## src/rtl/mod_unit.sv

```systemverilog
// Sequential unsigned modulus (RES = A mod B), restoring shift-subtract, one bit per clock.
// Optional DIV_ZERO flag output is enabled by defining MOD_DIVZERO_FLAG_EN.
module mod_unit #(
    parameter int unsigned WIDTH = 32,
    parameter int unsigned CNT_W = 6
) (
    input  logic             CLK,
    input  logic             RESET_N,
    input  logic             START,
    input  logic [WIDTH-1:0] A,
    input  logic [WIDTH-1:0] B,
    output logic [WIDTH-1:0] RES,
    output logic             BUSY,
    output logic             DONE
`ifdef MOD_DIVZERO_FLAG_EN
    ,
    output logic             DIV_ZERO
`endif
);

    localparam logic [1:0] S_IDLE = 2'd0;
    localparam logic [1:0] S_ITER = 2'd1;
    localparam logic [1:0] S_FIN  = 2'd2;

    localparam logic [CNT_W-1:0] LAST_ITER = CNT_W'(WIDTH - 1);

    logic [1:0]       state;
    logic [WIDTH-1:0] q;
    logic [WIDTH-1:0] d;
    logic [WIDTH:0]   r;
    logic [WIDTH:0]   r_shift;
    logic [WIDTH:0]   r_next;
    logic [CNT_W-1:0] cnt;

    // One extra bit on the partial remainder keeps the shifted-out carry for all-ones divisors.
    always_comb begin
        r_shift = {r[WIDTH-1:0], q[WIDTH-1]};
        if (r_shift >= {1'b0, d}) begin
            r_next = r_shift - {1'b0, d};
        end else begin
            r_next = r_shift;
        end
    end

    assign BUSY = (state != S_IDLE);

    always_ff @(posedge CLK or negedge RESET_N) begin
        if (!RESET_N) begin
            state <= S_IDLE;
            q     <= '0;
            d     <= '0;
            r     <= '0;
            cnt   <= '0;
            RES   <= '0;
            DONE  <= 1'b0;
        end else begin
            case (state)
                S_IDLE: begin
                    if (START) begin
                        q   <= A;
                        d   <= B;
                        r   <= '0;
                        cnt <= '0;
                        if (B == '0) begin
                            // Mod-by-zero returns the dividend without iterating.
                            RES   <= A;
                            DONE  <= 1'b1;
                            state <= S_FIN;
                        end else begin
                            state <= S_ITER;
                        end
                    end
                end
                S_ITER: begin
                    q   <= q << 1;
                    r   <= r_next;
                    cnt <= cnt + 1'b1;
                    if (cnt == LAST_ITER) begin
                        RES   <= r_next[WIDTH-1:0];
                        DONE  <= 1'b1;
                        state <= S_FIN;
                    end
                end
                S_FIN: begin
                    DONE  <= 1'b0;
                    state <= S_IDLE;
                end
                default: begin
                    DONE  <= 1'b0;
                    state <= S_IDLE;
                end
            endcase
        end
    end

`ifdef MOD_DIVZERO_FLAG_EN
    always_ff @(posedge CLK or negedge RESET_N) begin
        if (!RESET_N) begin
            DIV_ZERO <= 1'b0;
        end else if (state == S_IDLE && START) begin
            DIV_ZERO <= (B == '0);
        end
    end
`endif

endmodule

```

## config.mk

```make
export PLATFORM = sky130hd
export DESIGN_NAME = mod_unit
export DESIGN_NICKNAME = d
export VERILOG_FILES = /design/src/rtl/mod_unit.sv
export SDC_FILE = /design/constraint.sdc
export NUM_CORES = 1
export LEC_CHECK = 0
export CAP_MARGIN = 5
export CORE_MARGIN = 2
export CORE_UTILIZATION = 42
export CTS_CLUSTER_SIZE = 14
export DETAILED_ROUTE_END_ITERATION = 10
export PLACE_DENSITY = 0.73
export SLEW_MARGIN = 20
export SYNTH_ARGS = -nofsm -noshare
export SYNTH_HDL_FRONTEND = slang
export SYNTH_SLANG_ARGS = --single-unit
export TNS_END_PERCENT = 20
```

## constraint.sdc

```tcl
create_clock -name CLK -period 5.7 [get_ports CLK]
set_input_delay 0.855 -clock CLK [delete_from_list [all_inputs] [get_ports CLK]]
set_output_delay 0.855 -clock CLK [all_outputs]
set_load 0.05 [all_outputs]
```

==> impl_metrics.py, run 1 <==
metrics = {
    "routing": {
        "ant_nets": 0,
        "drt-initial-drc-count": 585,
        "viasPerCell": 5.84,
        "wirelength_microns": 22500,
        "wl_per_cell_microns": 18.2,
        "vias": 7216,
        "drc": 0,
        "first_pass_iters": 5,
    },
    "global_route": {
        "grt.busiest_layer": "met2",
        "grt_max_degree": 91,
        "grtUsageTotal_pct": 23.3,
        "grt_use_met3_pct": 4.32,
        "first_global_vias": 6965,
        "grtUsageMet2_pct": 37.7,
        "grt_antenna_before_repair": 0,
        "use_met1_pct": 32.1,
        "grt_overflow_total": 0,
        "grt_pass1_wl_microns": 36600,
    },
    "synth": {
        "yosysWarningCount": 0,
        "muxShareOfSynthArea_pct": 2.64,
        "ys_top_cells_by_count": "nand2_1, dfrtp_1, o21ai_0",
        "synth_edf_count": 0,
        "synth_compound_area_share_pct": 22.1,
        "yosys.area_share.simple_pct": 18.6,
        "syn_inst": 924,
        "yosys_register_bits": 137,
        "synth_most_common_cell": "nand2_1",
        "async_reset_ff_share_pct": 100,
        "synth_area_sq_mm": 0.00795,
        "synth.avg_cell_area_sq_um": 8.60,
        "ys_seq_area_share_pct": 43.1,
        "syn_nets": 1025,
        "synth_top_area_share_pct": 43.1,
        "synth_top_family_by_area": "compound AO/OA/AOI/OAI gates",
        "synth_area_leader_cell": "dfrtp_1",
        "synth-xor-area-share_pct": 2.86,
        "synthTopCellsByArea": "dfrtp_1, nand2_1, o21ai_0",
        "synth.distinct_cells": 69,
        "synth_fa_ha_area_share_pct": 5.45,
        "ys.flop_type": "dfrtp_1",
    },
    "critical_path": {
        "critPathSlowestCell": "nor4_1",
        "crit-reg2reg-capture": "RES[8]",
        "reg2regPathDepth": 8,
        "start_kind": "primary input",
        "critPathMaxFanout": 36,
        "end_kind": "flip-flop",
        "path_cells": "clkdlybuf4s50_1 -> nor4_1 -> nand4_1 -> nor3_1 -> nor3_1 -> or2_2 -> clkinv_1 -> nand2_1 -> o211ai_1",
        "cp_slowest_stage_delay_ns": 0.71,
        "critPathKind": "primary input to flip-flop",
        "worstPathArrival_ns": 4.26,
        "cp.required_ns": 6.03,
        "crit_top_cell": "nor3_1",
        "r2r_setup_slack_ns": 2.03,
        "reg2reg_from": "r[16]",
    },
    "timing": {
        "fmax_ghz": 0.255,
        "finalHoldViolations": 0,
        "fin_setup_tns_ns": 0,
        "worst_pin_slew_ns": 0.839,
        "final.setup.worst_slack_ns": 1.78,
        "slew_violations": 0,
        "setup_viol": 0,
        "period_needed_ns": 3.92,
        "skew_ns": 0.0161,
        "finalCritPeriodShare_pct": 68.8,
        "rsz0062_at_grt": "false",
        "slew_headroom_pct": 44.0,
    },
    "clock_tree": {
        "cts_hold_buffers": 0,
        "cts_tree": "built",
        "post_cts_buffers": 0,
        "numCtsBuffers": 17,
        "path_clk_slew_ns": 0.06,
        "insertion_delay_ns": 0.44,
        "cts_resized": 0,
        "clock_path_buffers": 2,
        "root_buffer": "clkbuf_16",
        "h-tree-depth": 4,
        "clock-sinks": 137,
    },
    "place": {
        "pre_cts_ws_ns": 1.35,
        "portBuffers": 100,
        "routabilityCongestion": 0.862,
        "dp_hpwl_microns": 16200,
        "post_dp_cell_area_sq_mm": 0.00908,
    },
    "finish": {
        "final_layout_size_suffix_gt1_share_pct": 5.49,
        "nNetsFinal": 1090,
        "fin_util_pct": 51.9,
        "final_area_sq_mm": 0.00967,
        "areaGrowthSynthToFinish_pct": 21.7,
        "num_antenna_cells": 0,
    },
    "die": {
        "die_w_microns": 142,
        "fp.dieArea_sq_mm": 0.0200,
        "ioPinCount": 101,
        "coreArea_sq_mm": 0.0186,
        "fp-row-count": 50,
        "start_util_pct": 42.6,
        "die_y_microns": 142,
    },
    "min_path": {
        "worstHoldStart": "q[13]",
        "hold-path-cell-count": 2,
        "min_to": "q[13]",
        "hp-class": "flip-flop to flip-flop",
    },
    "outcome": {
        "status": "completed",
    },
    "job": {
        "max-cap-violations": 0,
    },
}
==> state kept, by name, summed over array words and instances, names as in the netlist <==
| register | flops |
|---|---|
| DONE | 1 |
| RES | 32 |
| cnt | 6 |
| d | 32 |
| q | 32 |
| r | 32 |
| state | 2 |
==> how the worst max path moves through the flow <==
stage	start	end	slack, ns	cells past startpoint
final	B[7]	RES[4]	1.78	9
after global routing	B[7]	RES[4]	1.49	9
after CTS	r[14]	r[10]	1.69	8
after detailed placement	B[7]	RES[4]	1.35	9
after global placement	B[7]	RES[9]	1.44	9
after floorplan	r[6]	r[28]	2.74	11
==> layer usage <==
layer / up-vias / share of wire [%]
met1: 3484 / 44
li1: 3431 / -
met3: 39 / 6.2
met2: 262 / 48
met4: 0 / 2.2
met5: - / 0
==> placed cells by master (no fill, tap or decap), drive strengths merged, types with 7 or more instances in the layout <==
| cell | synthesis | layout |
|---|---|---|
| clkinv | 1 | 7 |
| mux2i | 21 | 21 |
| a211oi | 11 | 11 |
| ha | 33 | 33 |
| xnor2 | 13 | 13 |
| nor3 | 11 | 11 |
| dfrtp | 137 | 137 |
| a21oi | 54 | 54 |
| a22oi | 31 | 31 |
| nand4 | 14 | 14 |
| nor2 | 40 | 40 |
| a31oi | 11 | 11 |
| inv | 46 | 49 |
| o211ai | 26 | 26 |
| clkdlybuf4s50 | 0 | 99 |
| xor2 | 13 | 13 |
| nor4 | 9 | 9 |
| a21o | 16 | 16 |
| nand3 | 57 | 57 |
| o21ai | 89 | 89 |
| clkbuf | 48 | 20 |
| nand2 | 170 | 170 |
==> worst max-delay path, delay by kind of cell <==
kind | cells | cell delay (ns)
and+or+nand+nor | 6 | 2.23
buffers and inverters | 2 | 0.74
AOI/OAI and AO/OA | 1 | 0.40
==> area by class of cell <==
class                   count  area [sq um]
fillers                  1761          8970
multi-input cells         681          4130
flip-flops and latches    137          3430
repair buffers            105          1060
clock buffers              20           467
well taps                 234           293
inverters                  47           176
clock inverters            12           116
==> kinds of logic after synthesis <==
logic type                 after synthesis
xor gates and xnor gates                26
adders and majority gates               34
muxes                                   21
AOI/OAI and AO/OA                      272
DFF                                    137
and+or+nand+nor                        328
buffers and inverters                  106
==> through the flow <==
stage | hold slack [ns] | std cells
floorplan | 0.447 | 924
global placement | 0.458 | 1203
detailed placement | 0.463 | 1204
CTS | 0.478 | 1236
global route | 0.500 | 1236
finish | 0.475 | 1236
Power of run 1 is left out: the tool's default activity adds up to more than one toggle a clock period on the data nets, which glitch-free logic cannot reach.
==> run 2, diff against run 1 <==
--- a/config.mk
+++ b/config.mk
@@ -10,7 +10,7 @@
 export CORE_UTILIZATION = 42
 export CTS_CLUSTER_SIZE = 14
 export DETAILED_ROUTE_END_ITERATION = 10
-export PLACE_DENSITY = 0.73
+export PLACE_DENSITY = 0.76
 export SLEW_MARGIN = 20
 export SYNTH_ARGS = -nofsm -noshare
 export SYNTH_HDL_FRONTEND = slang
==> constraint.sdc (replaced) <==
create_clock -name CLK -period 3.3 [get_ports CLK]
set_input_delay 0.495 -clock CLK [delete_from_list [all_inputs] [get_ports CLK]]
set_output_delay 0.495 -clock CLK [all_outputs]
set_load 0.05 [all_outputs]
==> impl_metrics.py, run 2 (synthesis gave the netlist of run 1 again) <==
metrics = {
    "outcome": {
        "status": "finished with violations",
        "violations": "negative hold slack",
    },
    "critical_path": {
        "path_cells": "ha_1 -> and3_2 -> nand2_1 -> a2111o_1 -> a311oi_4 -> o311ai_4 -> nand2_1 -> buf_4 -> mux2i_1 -> o21ai_0",
        "critPathKind": "flip-flop to flip-flop",
        "critPathMaxFanout": 10,
        "critPathSlowestCell": "a2111o_1",
        "r2r_setup_slack_ns": 0.12,
        "crit_top_cell": "nand2_1",
        "crit-reg2reg-capture": "r[23]",
        "reg2regPathDepth": 10,
        "start_kind": "flip-flop",
        "cp_slowest_stage_delay_ns": 0.46,
        "worstPathArrival_ns": 3.45,
        "cp.required_ns": 3.57,
        "end_kind": "flip-flop",
        "reg2reg_from": "r[6]",
    },
    "clock_tree": {
        "h-tree-depth": 4,
        "clock_path_buffers": 2,
        "post_cts_buffers": 0,
        "numCtsBuffers": 17,
        "insertion_delay_ns": 0.43,
        "path_clk_slew_ns": 0.06,
        "cts_tree": "built",
        "cts_resized": 0,
        "root_buffer": "clkbuf_16",
        "cts_hold_buffers": 0,
        "clock-sinks": 137,
    },
    "die": {
        "ioPinCount": 101,
        "coreArea_sq_mm": 0.0186,
        "die_w_microns": 142,
        "die_y_microns": 142,
        "fp.dieArea_sq_mm": 0.0200,
        "start_util_pct": 42.6,
        "fp-row-count": 50,
    },
    "job": {
        "max-cap-violations": 0,
    },
    "finish": {
        "fin_util_pct": 53.8,
        "areaGrowthSynthToFinish_pct": 26.1,
        "nNetsFinal": 1129,
        "final_common_cell": "nand2_1",
        "final_layout_size_suffix_gt1_share_pct": 9.32,
        "num_antenna_cells": 0,
        "final_cell_mix": "nand2_1, dfrtp_1, clkdlybuf4s50_1",
    },
    "routing": {
        "drt-initial-drc-count": 602,
        "first_pass_iters": 7,
        "wl_per_cell_microns": 18.4,
        "wirelength_microns": 23500,
        "drc": 0,
        "ant_nets": 0,
        "vias": 7388,
        "viasPerCell": 5.79,
    },
    "min_path": {
        "hp-class": "primary input to async pin",
    },
    "timing": {
        "final.setup.worst_slack_ns": 0.120,
        "finalHoldViolations": 3,
        "slew_headroom_pct": 43.4,
        "skew_ns": 0.00660,
        "setup_viol": 0,
        "slew_violations": 0,
        "whs_ns": -0.00852,
        "worst_pin_slew_ns": 0.848,
        "period_needed_ns": 3.18,
        "finalCritPeriodShare_pct": 96.4,
        "rsz0062_at_grt": "false",
        "fmax_ghz": 0.314,
    },
    "place": {
        "portBuffers": 100,
        "routabilityCongestion": 0.934,
        "pre_cts_ws_ns": -0.0463,
        "dp_hpwl_microns": 17200,
    },
    "global_route": {
        "grt_antenna_before_repair": 0,
        "grtUsageTotal_pct": 24.0,
        "grt_overflow_total": 0,
        "grt_max_degree": 99,
        "grt_pass1_wl_microns": 37900,
        "first_global_vias": 7138,
    },
}
run 2: cell types whose count changed in the layout (fill, tap and decap cells not counted), sizes merged:
cell / change
inv: +4
buf: +39
bufinv: +1
clkinv: -4
clkbuf: -2
clkinvlp: +1
run 2: how the worst max path moves through the flow:
stage | endpoint | from | cells after the start
floorplan | r[28] | r[6] | 11
global placement | RES[23] | START | 10
detailed placement | RES[13] | START | 10
CTS | RES[27] | r[18] | 8
global route | RES[1] | r[10] | 10
finish | r[23] | r[6] | 10
run 2: final cells by class:
class | count | area [sq um]
clock buffers | 18 | 439
clock inverters | 14 | 158
fillers | 1701 | 8620
inverters | 47 | 176
multi-input cells | 681 | 4160
flip-flops and latches | 137 | 3430
well taps | 234 | 293
repair buffers | 144 | 1370
run 2: metal layers:
metal | up-vias | track usage, % | part of all wire (%)
met1 | 3563 | 32.7 | 44
met2 | 275 | 38.5 | 48
li1 | 3500 | - | -
met4 | 0 | 8.58 | 2.7
met5 | - | 0 | 0
met3 | 50 | 4.69 | 5.3
run 2: through the flow:
stage,area [sq um],cells,TNS (ns)
global route,10000,1275,0
detailed placement,9390,1243,-0.685
floorplan,7950,924,0
finish,10000,1275,0
global placement,9390,1243,-0.349
CTS,9990,1275,0
run 2: critical path, delay by kind of cell, from the launching register on:
kind	cells	cell delay [ns]
AO/OA/AOI/OAI	4	1.10
AND/OR/NAND/NOR	3	0.54
buffers and inverters	1	0.23
adder cells (fa/ha/maj)	1	0.42
flip-flops	1	0.40
multiplexers	1	0.34
Power of run 2 is left out for the same reason.
==> run 3, diff against run 2 <==
--- a/config.mk
+++ b/config.mk
@@ -7,10 +7,11 @@
 export LEC_CHECK = 0
 export CAP_MARGIN = 5
 export CORE_MARGIN = 2
-export CORE_UTILIZATION = 42
+export CORE_UTILIZATION = 48
 export CTS_CLUSTER_SIZE = 14
 export DETAILED_ROUTE_END_ITERATION = 10
-export PLACE_DENSITY = 0.76
+export PLACE_DENSITY = 0.83
+export RECOVER_POWER = 25
 export SLEW_MARGIN = 20
 export SYNTH_ARGS = -nofsm -noshare
 export SYNTH_HDL_FRONTEND = slang
==> impl_metrics.py, run 3 (synthesis gave the netlist of run 1 again) <==
metrics = {
    "outcome": {
        "status": "finished with violations",
        "violations": "max-capacitance violations, max-slew violations",
    },
    "finish": {
        "final_cell_mix": "nand2_1, dfrtp_1, clkdlybuf4s50_1",
        "nNetsFinal": 1137,
        "final_area_sq_mm": 0.0101,
        "num_antenna_cells": 0,
        "final_common_cell": "nand2_1",
        "final_layout_size_suffix_gt1_share_pct": 9.64,
        "areaGrowthSynthToFinish_pct": 26.6,
        "nFillCells": 1388,
        "finalNonFillerCells": 1268,
    },
    "timing": {
        "finalHoldViolations": 0,
        "skew_ns": 0.00900,
        "slew_headroom_pct": -19.0,
        "fmax_ghz": 0.314,
        "fin_setup_tns_ns": 0,
        "rsz0062_at_grt": "false",
        "period_needed_ns": 3.19,
        "setup_viol": 0,
        "worst_pin_slew_ns": 1.79,
        "final.setup.worst_slack_ns": 0.112,
        "finalCritPeriodShare_pct": 96.6,
        "slew_violations": 70,
    },
    "routing": {
        "wl_per_cell_microns": 18.6,
        "vias": 7619,
        "drc": 0,
        "first_pass_iters": 5,
        "drt-initial-drc-count": 675,
        "wirelength_microns": 23600,
        "ant_nets": 0,
        "viasPerCell": 6.01,
    },
    "place": {
        "pre_cts_ws_ns": -0.0124,
        "dpl.cell_count": 1234,
        "post_dp_cell_area_sq_mm": 0.00942,
        "routabilityCongestion": 0.928,
        "dp_hpwl_microns": 16800,
        "portBuffers": 100,
    },
    "critical_path": {
        "path_cells": "inv_1 -> ha_1 -> inv_1 -> fa_1 -> a211oi_1 -> o211a_1 -> o41a_1 -> o21a_1 -> o21ai_0 -> buf_4 -> a211oi_1 -> or3_4 -> a31oi_2",
        "path_delay_family": "compound AO/OA/AOI/OAI gates",
        "cp_slowest_stage_delay_ns": 0.42,
        "start_kind": "flip-flop",
        "cp.required_ns": 3.57,
        "critPathMaxFanout": 3,
        "worstPathArrival_ns": 3.46,
        "crit_buf_inv": 3,
        "critPathSlowestCell": "fa_1",
        "end_kind": "flip-flop",
        "critPathKind": "flip-flop to flip-flop",
    },
    "die": {
        "ioPinCount": 101,
        "die_y_microns": 133,
        "start_util_pct": 48.4,
        "coreArea_sq_mm": 0.0164,
        "fp.dieArea_sq_mm": 0.0176,
        "fp-row-count": 47,
        "die_w_microns": 133,
    },
    "clock_tree": {
        "root_buffer": "clkbuf_16",
        "cts_tree": "built",
        "h-tree-depth": 4,
        "insertion_delay_ns": 0.43,
        "clock_path_buffers": 2,
        "path_clk_slew_ns": 0.06,
        "clock-sinks": 137,
        "numCtsBuffers": 17,
    },
    "global_route": {
        "first_global_vias": 7401,
        "grt_antenna_before_repair": 0,
        "grt_max_degree": 99,
        "grt_pass1_wl_microns": 38300,
        "grt_overflow_total": 0,
        "grtUsageTotal_pct": 27.6,
    },
    "min_path": {
        "hp-class": "flip-flop to flip-flop",
    },
    "job": {
        "max-cap-violations": 1,
    },
}
-- run 3: area by class of cell --
| class | count | area (sq um) | share of cell area, % |
|---|---|---|---|
| Clock buffer | 21 | 460 | 4.58 |
| Clock inverter | 10 | 143 | 1.42 |
| Inverter | 47 | 176 | 1.75 |
| Multi-Input combinational cell | 681 | 4150 | 41.2 |
| Sequential cell | 137 | 3430 | 34.1 |
| Tap cell | 220 | 275 | 2.74 |
| Timing Repair Buffer | 152 | 1430 | 14.2 |
-- run 3: final timing paths --
path	startpoint	to	slack [ns]	depth (start not counted)
setup reg to reg	q[31]	r[28]	0.11	13
max in group asynchronous	RESET_N	q[31]	1.16	2
min in group asynchronous	RESET_N	d[27]	0.53	1
hold reg to reg	q[24]	q[24]	0.47	2
setup / recovery	q[31]	r[28]	0.11	13
hold / removal	q[24]	q[24]	0.47	2
-- run 3: what timing repair did --
item                       CTS  global route
setup buffers                0             3
pin swaps                    0             2
setup endpoints to repair    2            34
hold buffers                 0             0
gates resized for setup      1             5
-- run 3: per-layer routing --
layer / track usage [%] / vias to the layer above / part of all wire (%)
met3: 4.87 / 70 / 6.2
li1: - / 3528 / -
met1: 36.1 / 3680 / 42
met4: 11.9 / 0 / 3.7
met2: 45.2 / 341 / 48
met5: 0 / - / 0
-- run 3: worst reg2reg max path, stage by stage, from the launching register on --
cell,delay (ns)
dfrtp_1,0.37
inv_1,0.07
ha_1,0.18
inv_1,0.06
fa_1,0.42
a211oi_1,0.34
o211a_1,0.24
o41a_1,0.23
o21a_1,0.18
o21ai_0,0.13
buf_4,0.18
a211oi_1,0.34
or3_4,0.21
a31oi_2,0.08
-- run 3: through the flow --
| stage | hold WS, ns | utilization [%] |
|---|---|---|
| after floorplan | 0.199 | - |
| after global placement | 0.458 | 57.4 |
| after detailed placement | 0.464 | 57.4 |
| after CTS | 0.0949 | 61.1 |
| final | 0.475 | 61.3 |
| after global routing | 0.500 | 61.3 |
Power of run 3 is left out for the same reason.
